<file path="src/rtl/uart_fifo_bridge_if.sv">
// Byte-stream bundle between the IO controller, the uart core and the FIFO bridge.
// The slave modport is the bridge's view; master is the environment driving it.
interface uart_fifo_bridge_if #(
    parameter int DEPTH = 16
);
    localparam int CW = $clog2(DEPTH) + 1;

    // Handshakes: a byte moves on a rising clk edge where valid && ready are both 1.
    // valid never depends on ready.
    logic [7:0]    tx_din;
    logic          tx_din_valid;
    logic          tx_din_ready;
    logic [7:0]    uart_tx_data;
    logic          uart_tx_valid;
    logic          uart_tx_ready;
    logic [7:0]    uart_rx_data;
    logic          uart_rx_valid;
    logic          uart_rx_ready;
    logic [7:0]    rx_dout;
    logic          rx_dout_valid;
    logic          rx_dout_ready;
    logic [CW-1:0] tx_count;
    logic [CW-1:0] rx_count;
    logic          rx_overflow;
    logic          clr_overflow;

    modport slave (
        input  tx_din, tx_din_valid, uart_tx_ready, uart_rx_data, uart_rx_valid,
               rx_dout_ready, clr_overflow,
        output tx_din_ready, uart_tx_data, uart_tx_valid, uart_rx_ready, rx_dout,
               rx_dout_valid, tx_count, rx_count, rx_overflow
    );

    modport master (
        output tx_din, tx_din_valid, uart_tx_ready, uart_rx_data, uart_rx_valid,
               rx_dout_ready, clr_overflow,
        input  tx_din_ready, uart_tx_data, uart_tx_valid, uart_rx_ready, rx_dout,
               rx_dout_valid, tx_count, rx_count, rx_overflow
    );
endinterface

</file>
<file path="src/rtl/uart_fifo_bridge_sync_fifo.sv">
// First-word-fall-through FIFO; full and empty come only from the occupancy count.
// A push while full is accepted only when a pop happens on the same edge.
module sync_fifo #(
    parameter  int DEPTH = 16,
    parameter  int WIDTH = 8,
    localparam int CW    = $clog2(DEPTH) + 1,
    localparam int PW    = $clog2(DEPTH)
) (
    input  logic             clk,
    input  logic             rst,
    input  logic             i_push,
    output logic             o_push_ok,
    input  logic [WIDTH-1:0] i_din,
    input  logic             i_pop,
    output logic             o_pop_ok,
    output logic [WIDTH-1:0] o_dout,
    output logic [CW-1:0]    o_count,
    output logic             o_full,
    output logic             o_empty
);
    logic [WIDTH-1:0] r_mem [DEPTH];
    logic [PW-1:0]    r_wptr;
    logic [PW-1:0]    r_rptr;
    logic [CW-1:0]    r_count;

    assign o_full    = (r_count == CW'(DEPTH));
    assign o_empty   = (r_count == '0);
    assign o_pop_ok  = i_pop && !o_empty;
    assign o_push_ok = i_push && (!o_full || o_pop_ok);
    assign o_dout    = r_mem[r_rptr];
    assign o_count   = r_count;

    // Storage is deliberately left out of reset.
    always_ff @(posedge clk) begin
        if (o_push_ok) r_mem[r_wptr] <= i_din;
    end

    always_ff @(posedge clk or posedge rst) begin
        if (rst) begin
            r_wptr  <= '0;
            r_rptr  <= '0;
            r_count <= '0;
        end else begin
            if (o_push_ok) r_wptr <= r_wptr + 1'b1;
            if (o_pop_ok)  r_rptr <= r_rptr + 1'b1;
            case ({o_push_ok, o_pop_ok})
                2'b10:   r_count <= r_count + 1'b1;
                2'b01:   r_count <= r_count - 1'b1;
                default: r_count <= r_count;
            endcase
        end
    end
endmodule

</file>
<file path="src/rtl/uart_fifo_bridge.sv">
// TX/RX byte buffering between the IO controller and the uart core.
// RX cannot stall the uart, so bytes arriving into a full FIFO are dropped and flagged.
module uart_fifo_bridge #(
    parameter int DEPTH = 16
) (
    input logic                clk,
    input logic                rst,
    uart_fifo_bridge_if.slave  bus
);
    localparam int CW = $clog2(DEPTH) + 1;

    logic          w_tx_push;
    logic          w_tx_push_ok;
    logic          w_tx_pop_ok;
    logic          w_tx_full;
    logic          w_tx_empty;
    logic [CW-1:0] w_tx_count;

    logic          w_rx_push_ok;
    logic          w_rx_pop;
    logic          w_rx_pop_ok;
    logic          w_rx_full;
    logic          w_rx_empty;
    logic [CW-1:0] w_rx_count;
    logic          w_rx_drop;

    logic          r_rx_overflow;

    // TX refuses a push while full even if the uart drains on the same edge.
    assign w_tx_push = bus.tx_din_valid && !w_tx_full;

    sync_fifo #(.DEPTH(DEPTH), .WIDTH(8)) u_tx_fifo (
        .clk       (clk),
        .rst       (rst),
        .i_push    (w_tx_push),
        .o_push_ok (w_tx_push_ok),
        .i_din     (bus.tx_din),
        .i_pop     (bus.uart_tx_ready),
        .o_pop_ok  (w_tx_pop_ok),
        .o_dout    (bus.uart_tx_data),
        .o_count   (w_tx_count),
        .o_full    (w_tx_full),
        .o_empty   (w_tx_empty)
    );

    assign w_rx_pop = bus.rx_dout_ready;

    sync_fifo #(.DEPTH(DEPTH), .WIDTH(8)) u_rx_fifo (
        .clk       (clk),
        .rst       (rst),
        .i_push    (bus.uart_rx_valid),
        .o_push_ok (w_rx_push_ok),
        .i_din     (bus.uart_rx_data),
        .i_pop     (w_rx_pop),
        .o_pop_ok  (w_rx_pop_ok),
        .o_dout    (bus.rx_dout),
        .o_count   (w_rx_count),
        .o_full    (w_rx_full),
        .o_empty   (w_rx_empty)
    );

    assign w_rx_drop = bus.uart_rx_valid && !w_rx_push_ok;

    // A drop on the same edge as a clear leaves the flag set.
    always_ff @(posedge clk or posedge rst) begin
        if (rst)                   r_rx_overflow <= 1'b0;
        else if (w_rx_drop)        r_rx_overflow <= 1'b1;
        else if (bus.clr_overflow) r_rx_overflow <= 1'b0;
    end

    assign bus.tx_din_ready  = !w_tx_full;
    assign bus.uart_tx_valid = !w_tx_empty;
    assign bus.uart_rx_ready = 1'b1;
    assign bus.rx_dout_valid = !w_rx_empty;
    assign bus.tx_count      = w_tx_count;
    assign bus.rx_count      = w_rx_count;
    assign bus.rx_overflow   = r_rx_overflow;

    logic w_unused_status;
    assign w_unused_status = &{1'b0, w_tx_push_ok, w_tx_pop_ok, w_rx_full, w_rx_pop_ok};
endmodule

</file>
<file path="src/flat_wrapper.sv">
// flat-port wrapper written by rule: the top's interface ports become plain ports
module uart_fifo_bridge_flat 
#(
    parameter int DEPTH = 16
)
  (clk, rst, bus_tx_din, bus_tx_din_valid, bus_uart_tx_ready, bus_uart_rx_data, bus_uart_rx_valid, bus_rx_dout_ready, bus_clr_overflow, bus_tx_din_ready, bus_uart_tx_data, bus_uart_tx_valid, bus_uart_rx_ready, bus_rx_dout, bus_rx_dout_valid, bus_tx_count, bus_rx_count, bus_rx_overflow);
  uart_fifo_bridge_if #(.DEPTH(DEPTH)) bus_i ();
  input logic clk;
  input logic rst;
  input wire logic [$bits(bus_i.tx_din)-1:0] bus_tx_din;
  input wire logic [$bits(bus_i.tx_din_valid)-1:0] bus_tx_din_valid;
  input wire logic [$bits(bus_i.uart_tx_ready)-1:0] bus_uart_tx_ready;
  input wire logic [$bits(bus_i.uart_rx_data)-1:0] bus_uart_rx_data;
  input wire logic [$bits(bus_i.uart_rx_valid)-1:0] bus_uart_rx_valid;
  input wire logic [$bits(bus_i.rx_dout_ready)-1:0] bus_rx_dout_ready;
  input wire logic [$bits(bus_i.clr_overflow)-1:0] bus_clr_overflow;
  output wire logic [$bits(bus_i.tx_din_ready)-1:0] bus_tx_din_ready;
  output wire logic [$bits(bus_i.uart_tx_data)-1:0] bus_uart_tx_data;
  output wire logic [$bits(bus_i.uart_tx_valid)-1:0] bus_uart_tx_valid;
  output wire logic [$bits(bus_i.uart_rx_ready)-1:0] bus_uart_rx_ready;
  output wire logic [$bits(bus_i.rx_dout)-1:0] bus_rx_dout;
  output wire logic [$bits(bus_i.rx_dout_valid)-1:0] bus_rx_dout_valid;
  output wire logic [$bits(bus_i.tx_count)-1:0] bus_tx_count;
  output wire logic [$bits(bus_i.rx_count)-1:0] bus_rx_count;
  output wire logic [$bits(bus_i.rx_overflow)-1:0] bus_rx_overflow;
  assign bus_i.tx_din = bus_tx_din;
  assign bus_i.tx_din_valid = bus_tx_din_valid;
  assign bus_i.uart_tx_ready = bus_uart_tx_ready;
  assign bus_i.uart_rx_data = bus_uart_rx_data;
  assign bus_i.uart_rx_valid = bus_uart_rx_valid;
  assign bus_i.rx_dout_ready = bus_rx_dout_ready;
  assign bus_i.clr_overflow = bus_clr_overflow;
  assign bus_tx_din_ready = bus_i.tx_din_ready;
  assign bus_uart_tx_data = bus_i.uart_tx_data;
  assign bus_uart_tx_valid = bus_i.uart_tx_valid;
  assign bus_uart_rx_ready = bus_i.uart_rx_ready;
  assign bus_rx_dout = bus_i.rx_dout;
  assign bus_rx_dout_valid = bus_i.rx_dout_valid;
  assign bus_tx_count = bus_i.tx_count;
  assign bus_rx_count = bus_i.rx_count;
  assign bus_rx_overflow = bus_i.rx_overflow;
  uart_fifo_bridge #(.DEPTH(DEPTH)) u_core (.clk(clk), .rst(rst), .bus(bus_i));
endmodule
</file>
<file path="config.mk">
export PLATFORM = sky130hd
export DESIGN_NAME = uart_fifo_bridge_flat
export DESIGN_NICKNAME = d
export VERILOG_FILES = /design/src/rtl/uart_fifo_bridge_if.sv /design/src/rtl/uart_fifo_bridge_sync_fifo.sv /design/src/rtl/uart_fifo_bridge.sv /design/src/flat_wrapper.sv
export SDC_FILE = /design/constraint.sdc
export NUM_CORES = 1
export LEC_CHECK = 0
export BUFFER_PORTS_ARGS = -buffer_cell sky130_fd_sc_hd__buf_2
export CORE_MARGIN = 1.5
export CORE_UTILIZATION = 40
export CTS_BUF_LIST = sky130_fd_sc_hd__clkbuf_2 sky130_fd_sc_hd__clkbuf_4 sky130_fd_sc_hd__clkbuf_8
export CTS_CLUSTER_SIZE = 20
export DETAILED_ROUTE_END_ITERATION = 7
export MAX_ROUTING_LAYER = met4
export PLACE_DENSITY = 0.68
export SLEW_MARGIN = 20
export SYNTH_ARGS = -nofsm -noshare
export SYNTH_HDL_FRONTEND = slang
export SYNTH_SLANG_ARGS = --single-unit
</file>
<file path="constraint.sdc">
create_clock -name clk -period 2.4 [get_ports clk]
set_input_delay 0.36 -clock clk [delete_from_list [all_inputs] [get_ports clk]]
set_output_delay 0.36 -clock clk [all_outputs]
set_load 0.005 [all_outputs]
</file>
==> Word level (Yosys, flattened, before mapping) <==
Memories as Yosys holds them, arrays and structs flattened.
Index checks and enable logic that the tools add are counted.
{ "op_classes": {"addsub": 8, "eq_ne": 6, "mux": 8, "n_reduce_logical": 18} }
{ "ops": {"columns": ["op", "count"], "rows": [
  ["$pmux W5 S2", 2],
  ["$add A4 B1 Y4 const B", 4],
  ["$add A5 B1 Y5 const B", 2],
  ["$eq A5 B5 Y1 const B", 2],
  ["$logic_not A5 Y1", 2],
  ["$sub A5 B1 Y5 const B", 2],
  ["$logic_and A1 B1 Y1", 6],
  ["$mux W1", 6],
  ["$reduce_bool A2 Y1", 3],
  ["$logic_not A1 Y1", 5],
  ["$eq A2 B1 Y1 const B", 2],
  ["$eq A2 B2 Y1 const B", 2],
  ["$logic_or A1 B1 Y1", 2]
]} }
{ "totals": {"ff_bits": 27, "mem_bits_rw": 256, "inputBits": 23, "out_inout_bits": 31, "word_cells": 49, "mem_count": 2} }
{ "memory_table": {"columns": ["name", "words", "word_bits", "read_ports", "rd_clocked_by_memory_dff", "wr", "line", "text"], "rows": [
  ["u_core.u_rx_fifo.r_mem", 16, 8, 1, 0, 1, "uart_fifo_bridge_sync_fifo.sv:21", "logic [WIDTH-1:0] r_mem [DEPTH];"],
  ["u_core.u_tx_fifo.r_mem", 16, 8, 1, 0, 1, "uart_fifo_bridge_sync_fifo.sv:21", null]
]} }

==> Longest topological paths before layout <==
Gate-level depths: netlist (run 1).
{ "logic_depth": {"ltp_word": 8, "mapped_depth": 10, "ltp_nobuf": 9} }

==> By module <==
Synthesis (run 1) repeated with hierarchy kept, for this count alone.
{ "unflattened": {"hier_cells": 609, "hier_area_um2": 11558.6} }
{ "by_module_without_submodules": {"columns": ["module", "n_inst", "cells_each", "area_per_inst_um2", "seq_area_each_um2"], "rows": [
  ["sync_fifo", 2, 299, 5740.5, 4169.0],
  ["uart_fifo_bridge", 1, 11, 77.6, 25.0]
]} }

==> Worst setup path before layout (run 1) <==
No wires, ideal clock.
{ "synth_path": {"path_type": "register -> register", "start": "reg u_core.u_tx_fifo.r_count[0], in the netlist u_core.u_tx_fifo.o_count[0]", "end": "reg u_core.u_tx_fifo.r_count[4], in the netlist u_core.u_tx_fifo.o_count[4]", "setup_time_ps": 134, "t_arrival_ps": 2581, "required_time_ps": 2266, "slack_ps": -315, "path_stages_with_launch": 9, "n_path_buf": 0, "period_less_slack_ps": 2715, "cell_sequence": "dfrtp_1 nor4_2 a21boi_1 ha_1 fa_1 a21o_1 a2111oi_0 a31o_1 o311ai_1"} }
{ "synth_between": {"elab_chain_len": 7, "elab_cells_between_ends": 14, "classes_between": "2 x add/sub; 3 x eq/ne; 1 x mux; 8 x reduce/logical"} }
{ "synth_rtl": {"columns": ["item", "line", "text"], "rows": [
  ["start, declared", "uart_fifo_bridge_sync_fifo.sv:24", "logic [CW-1:0] r_count;"],
  ["start signal, assigned", "uart_fifo_bridge_sync_fifo.sv:47", "2'b10: r_count <= r_count + 1'b1;"],
  ["start signal, assigned", "uart_fifo_bridge_sync_fifo.sv:48", "2'b01: r_count <= r_count - 1'b1;"],
  ["start signal, assigned", "uart_fifo_bridge_sync_fifo.sv:49", "default: r_count <= r_count;"],
  ["$logic_not A5 Y1 (*)", "uart_fifo_bridge_sync_fifo.sv:27", "assign o_empty = (r_count == '0);"],
  ["$logic_not A1 Y1 (*)", "uart_fifo_bridge_sync_fifo.sv:28", "assign o_pop_ok = i_pop && !o_empty;"],
  ["$logic_and A1 B1 Y1 (*)", "uart_fifo_bridge_sync_fifo.sv:28", null],
  ["named net u_core.u_tx_fifo.o_pop_ok", "uart_fifo_bridge_sync_fifo.sv:15", "output logic o_pop_ok,"],
  ["$logic_or A1 B1 Y1", "uart_fifo_bridge_sync_fifo.sv:29", "assign o_push_ok = i_push && (!o_full || o_pop_ok);"],
  ["$logic_and A1 B1 Y1", "uart_fifo_bridge_sync_fifo.sv:29", null],
  ["$eq A2 B1 Y1 or $eq A2 B2 Y1 (tied branches)", "uart_fifo_bridge_sync_fifo.sv:46", "case ({o_push_ok, o_pop_ok})"],
  ["$pmux W5 S2 or $reduce_bool A2 Y1 (tied branches)", null, null]
]} }
The timed path passes the listed nets; every way through them passes the cells marked *.
A chain may end at the register's enable or synchronous reset.

==> Worst setup path in the final report (run 1) <==
{ "layout_path": {"start": "reg u_core.u_tx_fifo.r_rptr[0]", "end": "out bus_uart_tx_data[2]"} }
{ "layout_between": {"elab_chain_len": 1} }
{ "layout_rtl": {"columns": ["item", "line", "text"], "rows": [
  ["start, declared", "uart_fifo_bridge_sync_fifo.sv:23", "logic [PW-1:0] r_rptr;"],
  ["start signal, assigned", "uart_fifo_bridge_sync_fifo.sv:45", "if (o_pop_ok) r_rptr <= r_rptr + 1'b1;"],
  ["$mem_v2 Z16 W8", null, null],
  ["end, declared", "flat_wrapper.sv:18", "output wire logic [$bits(bus_i.uart_tx_data)-1:0] bus_uart_tx_data;"]
]} }
Every way passes these cells.

==> impl_metrics.yaml, run 1 <==
place:
  dpl_cell_area_um2: 12500
  hpwl_um: 14500
  gp_congestion: 0.823
  port_buffers: 52
  placed_cells: 1029
die:
  die_area_um2: 29800
  initial_utilization_pct: 41.0
  die_h_um: 173
  pin_count: 54
  core_area_um2: 28100
  rows: 61
  die_w_um: 173
synthesis:
  avgSynthCellArea_um2: 19.2
  synth_nets: 643
  synth.ff_latch_count: 283
  synthTopCellsByArea: "edfxtp_1 (67%), mux4_2 (13%), dfrtp_1 (5.9%)"
  synthFlopType: "edfxtp_1"
  async_flop_share_pct: 9.54
  synthCells: 601
  synth_edf_count: 256
  synth_area_um2: 11500
  ys_seq_area_share_pct: 72.6
  synth_cell_types: 58
  yosysWarningCount: 0
  synth.top_cell.area_share_pct: 66.8
  yosysTopAreaCell: "edfxtp_1"
setup_path:
  slowest_delay_ns: 0.51
  critical_path_class: "register to output pin"
  crit_path_end_kind: "output pin"
  critPathMaxFanout: 6
  worstSetupStartpointType: "register"
  cp.required_ns: 2.04
  cp_slowest_cell: "mux4_2"
  rrSetupSlack_ns: 0.03
  critPathArrivalTime_ns: 2.24
  worst_path_most_repeated_cell: "buf_12"
  cp_cell_sequence: "buf_12 > buf_12 > mux4_2 > a22oi_2 > nand2_1 > buf_2"
  critical_path.top_delay_family: "multiplexers"
  path_buf_inv: 3
clocking:
  cts.sinks: 283
  clk_path_buf_depth: 3
  htree_num_levels: 2
  clkTransAtPathRegs_ns: 0.06
  cts_tree: "done"
  cts_root_buf: "clkbuf_8"
  clk_latency_ns: 0.56
  cts_made_buffers: 45
final_layout:
  final_area_um2: 13800
  antenna_cells: 0
  post-route-util_pct: 49.2
  nets: 760
  fin_cells: 1126
  drive_gt1_share_pct: 38.8
  synthToLayoutAreaGrowth_pct: 20.1
sta:
  fin_ws_ns: -0.198
  worst_pin_slew_ns: 1.01
  fin_crit_ns: 2.60
  fin_crit_sh_pct: 108
  max_freq_ghz: 0.385
  rsz0062_at_grt: "true"
  hold_ws_ns: -0.0150
  setup_tns_ns: -2.23
  finClkSkew_ns: 0.0223
  final-hold-violation-count: 4
  slew_violations: 0
  setup_violations: 16
  maxSlewHeadroom_pct: 32.2
power:
  ir_worst_vdd_v: 0.000513
  power.density_nw_per_um2: 1180
  p_leak_uw: 0.00469
global_routing:
  grt_pass1_wl_um: 36400
  antenna_found_initial: 0
  grt_pass1_vias: 6409
  grt-ovfl-total: 0
  grt_usage_pct: 16.4
  grt_max_degree: 35
route:
  vias: 5996
  drt-initial-drc-count: 530
  firstDrtPassIters: 7
  via_per_inst: 5.33
  drcViolationCount: 0
  wl_um: 23600
  detail-route-antenna-nets: 0
  wire_per_inst_um: 21.0
status:
  violations: "hold timing, setup timing"
  status: "complete, but fails checks"
run:
  drv_cap: 0
worst_hold_path:
  hp-class: "input pin to asynchronous set/reset pin"
[layout by cell type (no fill, tap or decap), drive strengths merged, types with 2 or more instances in the layout]
| master | netlist | final |
|---|---|---|
| a21boi | 2 | 2 |
| a21o | 3 | 3 |
| a21oi | 6 | 6 |
| a22oi | 32 | 32 |
| and2 | 18 | 18 |
| and4 | 4 | 4 |
| buf | 17 | 97 |
| clkbuf | 13 | 65 |
| clkinv | 1 | 13 |
| dfrtp | 27 | 27 |
| edfxtp | 256 | 256 |
| fa | 2 | 2 |
| ha | 17 | 17 |
| inv | 16 | 18 |
| mux2 | 2 | 2 |
| mux2i | 2 | 2 |
| mux4 | 64 | 64 |
| nand2 | 31 | 31 |
| nand2b | 4 | 4 |
| nand3 | 4 | 4 |
| nand4 | 4 | 4 |
| nor2 | 11 | 11 |
| nor2b | 6 | 6 |
| nor3b | 5 | 5 |
| nor4 | 6 | 6 |
| nor4b | 4 | 4 |
| o211ai | 2 | 2 |
| o21a | 2 | 2 |
| o21ai | 8 | 8 |
| or4 | 2 | 2 |
| xnor2 | 16 | 16 |
| xor2 | 2 | 2 |
[path summary, 6_finish.rpt]
check | startpoint | endpoint | depth (start not counted)
min reg2reg | u_core.bus.rx_overflow | u_core.bus.rx_overflow | 2
min | rst | u_core.u_rx_fifo.o_count[4] | 2
max in group asynchronous | rst | u_core.u_rx_fifo.r_rptr[1] | 3
max | u_core.u_tx_fifo.r_rptr[0] | bus_uart_tx_data[2] | 6
max reg2reg | u_core.u_tx_fifo.o_count[0] | u_core.u_tx_fifo.o_count[4] | 8
min in group clk | bus_rx_dout_ready | u_core.u_rx_fifo.o_count[2] | 2
[registers in the layout (all words and copies together), names as in the netlist]
register / flops
u_core.u_tx_fifo.r_wptr: 4
u_core.u_rx_fifo.o_count: 5
u_core.u_tx_fifo.r_rptr: 4
u_core.u_rx_fifo.r_mem: 128
u_core.u_tx_fifo.r_mem: 128
u_core.u_rx_fifo.r_wptr: 4
u_core.u_tx_fifo.o_count: 5
u_core.bus.rx_overflow: 1
u_core.u_rx_fifo.r_rptr: 4
[per-layer routing]
layer	up-vias	share of wire, %	GRT usage (%)
li1	2663	-	-
met5	-	0	-
met1	3089	41	20.5
met3	48	6.0	3.36
met4	0	2.5	5.80
met2	196	50	26.7
[metrics by stage]
stage,setup slack (ns),power [uW]
detailed placement,-0.0261,11700
finish,-0.198,16400
floorplan,0.00530,9840
CTS,-0.208,16200
global placement,0.0548,11500
global route,-0.288,17200
[logic make-up after synthesis]
logic type               synth area share [%]
adder cells (fa/ha/maj)                  2.19
multiplexers                             12.9
buffers and inverters                    1.73
AO/OA/AOI/OAI                            4.25
AND/OR/NAND/NOR                          4.88
flip-flops                               72.6
XOR/XNOR                                 1.37
other                                  0.0326
[Yosys cell counts (3+ instances only)]
cell type / instances
nand4_1: 4
mux4_2: 64
ha_1: 17
nand2_1: 31
buf_2: 9
nand3_1: 4
and2_1: 18
a21oi_1: 6
o21ai_1: 3
nor4_1: 5
dfrtp_1: 27
a22oi_1: 32
nor3b_1: 5
nor2b_1: 6
and4_1: 4
edfxtp_1: 256
clkbuf_1: 13
nor4b_1: 4
nor2_1: 11
xnor2_1: 16
inv_1: 14
buf_1: 6
nand2b_1: 4
[report_power, final]
| group | total (uW) | internal (uW) | switching, uW | leakage, uW |
|---|---|---|---|---|
| Combinational | 6020 | 3070 | 2950 | 0.00161 |
| Sequential | 6540 | 6060 | 479 | 0.00263 |
| Clock | 3800 | 2040 | 1760 | 0.000443 |
| Total | 16400 | 11200 | 5190 | 0.00469 |
[area by class of cell]
class | count | area [um2]
fillers | 2315 | 14300
well taps | 378 | 473
clock buffers | 63 | 761
flip-flops and latches | 283 | 8370
inverters | 17 | 68.8
clock inverters | 14 | 67.6
repair buffers | 100 | 842
multi-input cells | 271 | 3250
[timing repair]
action	CTS	global route
pin swaps	15	24
endpoints found under the setup margin	18	20
setup buffers	4	9
endpoints found under the hold margin	1	0
resized for setup	28	13
hold buffers	1	0
cloned	4	2
(Power assumes the default switching activity.)
==> run 2: changes to the inputs <==
CORE_UTILIZATION = 48   (was 40)
PLACE_DENSITY = 0.77   (was 0.68)
==> run 2 against run 1 <==
  * The run ends with setup timing left
  * Sequential share of layout area rose by 0.25 points
  * Flip-flop and latch count unchanged
  * Critical path depth unchanged
  * Global-route usage up 2.6 points
  * Final cell count shrank 4.4%
  * Non-clock buffer count grew 11
  * Largest power group unchanged
==> impl_metrics.yaml, run 2 (synthesized netlist as in run 1, its figures left out) <==
setup_path:
  critPathMaxFanout: 6
  path_buf_inv: 3
  crit_path_end_kind: "output pin"
  slowest_delay_ns: 0.52
  cp.required_ns: 2.04
  rrSetupSlack_ns: 0.05
  critPathArrivalTime_ns: 2.27
  cp_slowest_cell: "mux4_2"
  critical_path_class: "register to output pin"
  worstSetupStartpointType: "register"
  critical_path.top_delay_family: "multiplexers"
  cp_cell_sequence: "buf_4 > buf_6 > mux4_2 > a22oi_2 > nand2_1 > buf_2"
die:
  die_h_um: 158
  initial_utilization_pct: 49.1
  pin_count: 54
  die_area_um2: 24900
  die_w_um: 158
  rows: 56
  core_area_um2: 23500
global_routing:
  antenna_found_initial: 0
  grt_pass1_vias: 6217
  grt-ovfl-total: 0
  grt_max_degree: 36
  grt_usage_pct: 19.0
  grt_pass1_wl_um: 34300
run:
  drv_cap: 0
place:
  hpwl_um: 13800
  placed_cells: 972
  pre_cts_slack_ns: 0.0273
  port_buffers: 52
  gp_congestion: 0.839
route:
  wire_per_inst_um: 21.4
  detail-route-antenna-nets: 0
  via_per_inst: 5.63
  drcViolationCount: 0
  wl_um: 23000
  drt-initial-drc-count: 490
  firstDrtPassIters: 5
  vias: 6053
sta:
  hold_ws_ns: 0.156
  rsz0062_at_grt: "true"
  setup_violations: 16
  worst_pin_slew_ns: 0.912
  fin_crit_sh_pct: 110
  fin_crit_ns: 2.63
  finClkSkew_ns: 0.0195
  slew_violations: 0
  fin_ws_ns: -0.229
  final-hold-violation-count: 0
  maxSlewHeadroom_pct: 39.0
  max_freq_ghz: 0.380
clocking:
  clk_path_buf_depth: 3
  htree_num_levels: 2
  cts.sinks: 283
  clkTransAtPathRegs_ns: 0.06
  cts_root_buf: "clkbuf_8"
  cts_tree: "done"
  cts_made_buffers: 44
  clk_latency_ns: 0.55
status:
  status: "complete, but fails checks"
  violations: "setup timing"
final_layout:
  final_cell_mix: "edfxtp_1 (256), mux4_2 (64), buf_2 (52), clkbuf_8 (45), buf_4 (38)"
  final_common_cell: "edfxtp_1"
  synthToLayoutAreaGrowth_pct: 19.7
  drive_gt1_share_pct: 40.0
  reg_top3: "u_core.u_rx_fifo.r_mem x128, u_core.u_tx_fifo.r_mem x128"
  nets: 770
  fin_cells: 1076
  post-route-util_pct: 58.7
  antenna_cells: 0
power:
  ir_worst_vdd_v: 0.000594
  p_leak_uw: 0.00473
  total_power_uw: 16300
  power.density_nw_per_um2: 1180
worst_hold_path:
  hp-class: "input pin to register"
run 2: changes by cell type in the layout (fill, tap and decap cells not counted), sizes merged:
cell	before	now
clkinv	13	14
clkbuf	65	64
buf	97	105
dlygate4sd3	1	2
run 2: path summary, 6_finish.rpt:
kind                                                  start                           to  cells after the start
min in group asynchronous                               rst       u_core.bus.rx_overflow                      4
max in group asynchronous                               rst   u_core.u_tx_fifo.r_rptr[0]                      4
worst max-delay path             u_core.u_tx_fifo.r_rptr[0]          bus_uart_tx_data[0]                      6
worst min-delay path                      bus_rx_dout_ready  u_core.u_rx_fifo.o_count[2]                      2
worst max register to register  u_core.u_tx_fifo.o_count[0]  u_core.u_tx_fifo.o_count[4]                     10
worst min register to register       u_core.bus.rx_overflow       u_core.bus.rx_overflow                      2
run 2: worst register-to-register path: cells and delay by family, from the launching register on:
kind / cells / cell delay (ns)
AND/OR/NAND/NOR: 2 / 0.73
adder cells (fa/ha/maj): 2 / 0.41
flip-flops: 1 / 0.41
AO/OA/AOI/OAI: 4 / 0.44
buffers and inverters: 2 / 0.26
run 2: layer usage:
layer / up-vias / GRT usage, % / part of all wire, %
met5: - / - / 0
li1: 2682 / - / -
met3: 43 / 3.94 / 6.5
met2: 214 / 32.1 / 52
met1: 3114 / 23.2 / 40
met4: 0 / 5.93 / 2.2
run 2: metrics by stage:
step | setup TNS (ns) | instance area [um2]
3_5_place_dp | 0 | 12400
2_1_floorplan | 0 | 11600
5_1_grt | -3.67 | 13800
6_report | -2.28 | 13800
4_1_cts | -2.58 | 13400
3_3_place_gp | 0 | 12400
run 2: layout make-up:
cell class | instances | area, um2
fillers | 1667 | 9690
clock buffers | 60 | 732
flip-flops and latches | 283 | 8370
well taps | 319 | 399
inverters | 17 | 66.3
repair buffers | 111 | 915
clock inverters | 15 | 85.1
multi-input cells | 271 | 3210
run 2: repair_timing:
action,in CTS,in global routing
gates resized for setup,20,31
hold buffers,2,0
setup buffers,4,17
hold endpoints to repair,28,0
cloned,2,4
endpoints found under the setup margin,16,21
pin swaps,6,19
run 2: power breakdown:
group	internal, uW	switching, uW
combinational	3100	2950
sequential	6060	439
clock	1990	1780
total	11100	5170
==> run 3: changes to the inputs <==
clock period = 2.2 ns   (was 2.4 ns; I/O delays follow)
==> run 3 against run 2 <==
  * The flow still finishes with violations (setup timing)
  * Flip-flop and latch count stayed put
  * Critical path depth is 1 lower
  * Die area stayed put
  * Sequential power is 8.8% higher
  * Clock power is 15% higher
  * Critical endpoint is now bus_rx_dout[2]
  * Critical path type unchanged
==> impl_metrics.yaml, run 3 (synthesized netlist as in run 1, its figures left out) <==
status:
  status: "complete, but fails checks"
  violations: "setup timing"
route:
  detail-route-antenna-nets: 0
  vias: 6109
  wire_per_inst_um: 21.3
  drcViolationCount: 0
  via_per_inst: 5.60
  drt-initial-drc-count: 452
  firstDrtPassIters: 5
  wl_um: 23200
sta:
  worst_pin_slew_ns: 0.590
  finClkSkew_ns: 0.0136
  rsz0062_at_grt: "true"
  fin_ws_ns: -0.322
  final-hold-violation-count: 0
  slew_violations: 0
  max_freq_ghz: 0.397
  setup_violations: 21
  fin_crit_ns: 2.52
  maxSlewHeadroom_pct: 60.6
  fin_crit_sh_pct: 115
setup_path:
  slowest_delay_ns: 0.53
  cp.required_ns: 1.87
  endpoint: "bus_rx_dout[2]"
  crit_path_end_kind: "output pin"
  critical_path_class: "register to output pin"
  critPathArrivalTime_ns: 2.19
  rrSetupSlack_ns: -0.16
  r2r_start: "u_core.u_tx_fifo.o_count[1]"
  crit_path_start: "u_core.u_rx_fifo.r_rptr[0]"
  worstSetupStartpointType: "register"
  cp_cell_sequence: "buf_12 > mux4_2 > a22oi_2 > nand2_1 > buf_2"
  critPathMaxFanout: 7
  cp_slowest_cell: "mux4_2"
  timing.rr.end: "u_core.u_tx_fifo.o_count[4]"
  worstRegToRegCells: 10
final_layout:
  synthToLayoutAreaGrowth_pct: 21.4
  antenna_cells: 0
  drive_gt1_share_pct: 43.8
  nets: 779
  post-route-util_pct: 59.5
  final_cell_mix: "edfxtp_1 (256), mux4_2 (64), buf_2 (52), buf_4 (51), clkbuf_8 (46)"
  final_common_cell: "edfxtp_1"
  final_area_um2: 14000
  n_fill_cell: 1651
  reg_top3: "u_core.u_rx_fifo.r_mem x128, u_core.u_tx_fifo.r_mem x128"
global_routing:
  antenna_found_initial: 0
  grt_pass1_wl_um: 35700
  grt-ovfl-total: 0
  grt_pass1_vias: 6514
  grt_max_degree: 36
  grt_usage_pct: 19.8
power:
  p_int_uw: 12500
  p_sw_uw: 5740
  swShare_pct: 31.5
  p_leak_uw: 0.00479
  clkPwrFrac_pct: 23.9
  pwr-share-seq_pct: 38.8
  pwr-share-comb_pct: 37.3
  total_power_uw: 18200
  ir_worst_vdd_v: 0.000635
  power.density_nw_per_um2: 1300
clocking:
  htree_num_levels: 2
  cts.sinks: 283
  cts_made_buffers: 45
  clk_latency_ns: 0.55
  cts_root_buf: "clkbuf_8"
  cts_tree: "done"
  clkTransAtPathRegs_ns: 0.06
  clk_path_buf_depth: 3
die:
  pin_count: 54
  rows: 56
  die_w_um: 158
  initial_utilization_pct: 49.1
  die_area_um2: 24900
  core_area_um2: 23500
  die_h_um: 158
place:
  gp_congestion: 0.875
  hpwl_um: 14600
  dpl_cell_area_um2: 12500
  port_buffers: 52
worst_hold_path:
  hp-class: "input pin to register"
run:
  drv_cap: 0
==> run 3: changes by cell type in the layout (fill, tap and decap cells not counted), moves of 5 or more <==
cell / before / now
buf_4: 38 / 51
and2_1: 18 / 9
and2_2: 0 / 8
a22oi_1: 7 / 1
a22oi_2: 25 / 31
buf_12: 5 / 10
clkinv_2: 7 / 2
==> run 3: worst min-delay path by stage <==
stage | from | end | slack, ns | cells after the start
after floorplan | rst | u_core.bus.rx_overflow | 0.38 | 1
after global placement | rst | u_core.bus.rx_overflow | 0.40 | 3
after detailed placement | rst | u_core.u_rx_fifo.o_count[4] | 0.41 | 3
after CTS | bus_rx_dout_ready | u_core.u_rx_fifo.o_count[2] | 0.09 | 2
after global routing | bus_rx_dout_ready | u_core.u_rx_fifo.o_count[2] | 0.12 | 2
final | bus_rx_dout_ready | u_core.u_rx_fifo.o_count[2] | 0.12 | 2
==> run 3: power groups by stage <==
stage | clock network (uW) | logic [uW] | registers [uW]
floorplan | 0 | 3760 | 7010
global route | 4650 | 7350 | 7140
detailed placement | 0 | 5750 | 7150
finish | 4350 | 6800 | 7070
global placement | 0 | 5520 | 7080
CTS | 4420 | 6610 | 7070
==> run 3: cell type report <==
type	instances	area (um2)	area share, %
Tap cell	319	399	2.86
Clock inverter	16	109	0.779
Inverter	17	68.8	0.492
Multi-Input combinational cell	271	3330	23.9
Timing Repair Buffer	119	922	6.60
Clock buffer	65	776	5.55
Sequential cell	283	8370	59.9
==> run 3: per-stage QoR <==
step / setup TNS, ns / hold WS [ns] / instances / setup WS [ns]
CTS: -5.91 / 0.0861 / 1090 / -0.377
global route: -6.67 / 0.122 / 1090 / -0.419
global placement: -0.0868 / 0.401 / 987 / -0.0799
floorplan: -0.603 / 0.383 / 601 / -0.167
finish: -4.68 / 0.120 / 1090 / -0.322
detailed placement: -0.500 / 0.413 / 987 / -0.186
==> run 3: layer usage <==
metal | wire length, um | GRT usage [%]
met1 | 9200 | 24.6
met2 | 12200 | 33.4
met3 | 1360 | 3.78
met4 | 446 | 5.84
met5 | 0 | -
==> run 3: timing repair <==
action / 4_1_cts / 5_1_grt
gates cloned: 3 / 1
resized for setup: 42 / 41
endpoints found under the setup margin: 20 / 133
setup buffers: 17 / 5
hold endpoints to repair: 28 / 0
pin swaps: 29 / 33
hold buffers: 2 / 0
==> run 3: critical path, delay by kind of cell, from the launching register on <==
family	cells	cell delay, ns
muxes	1	0.53
and+or+nand+nor	1	0.12
buffers and inverters	2	0.32
DFF	1	0.49
AOI/OAI and AO/OA	1	0.20
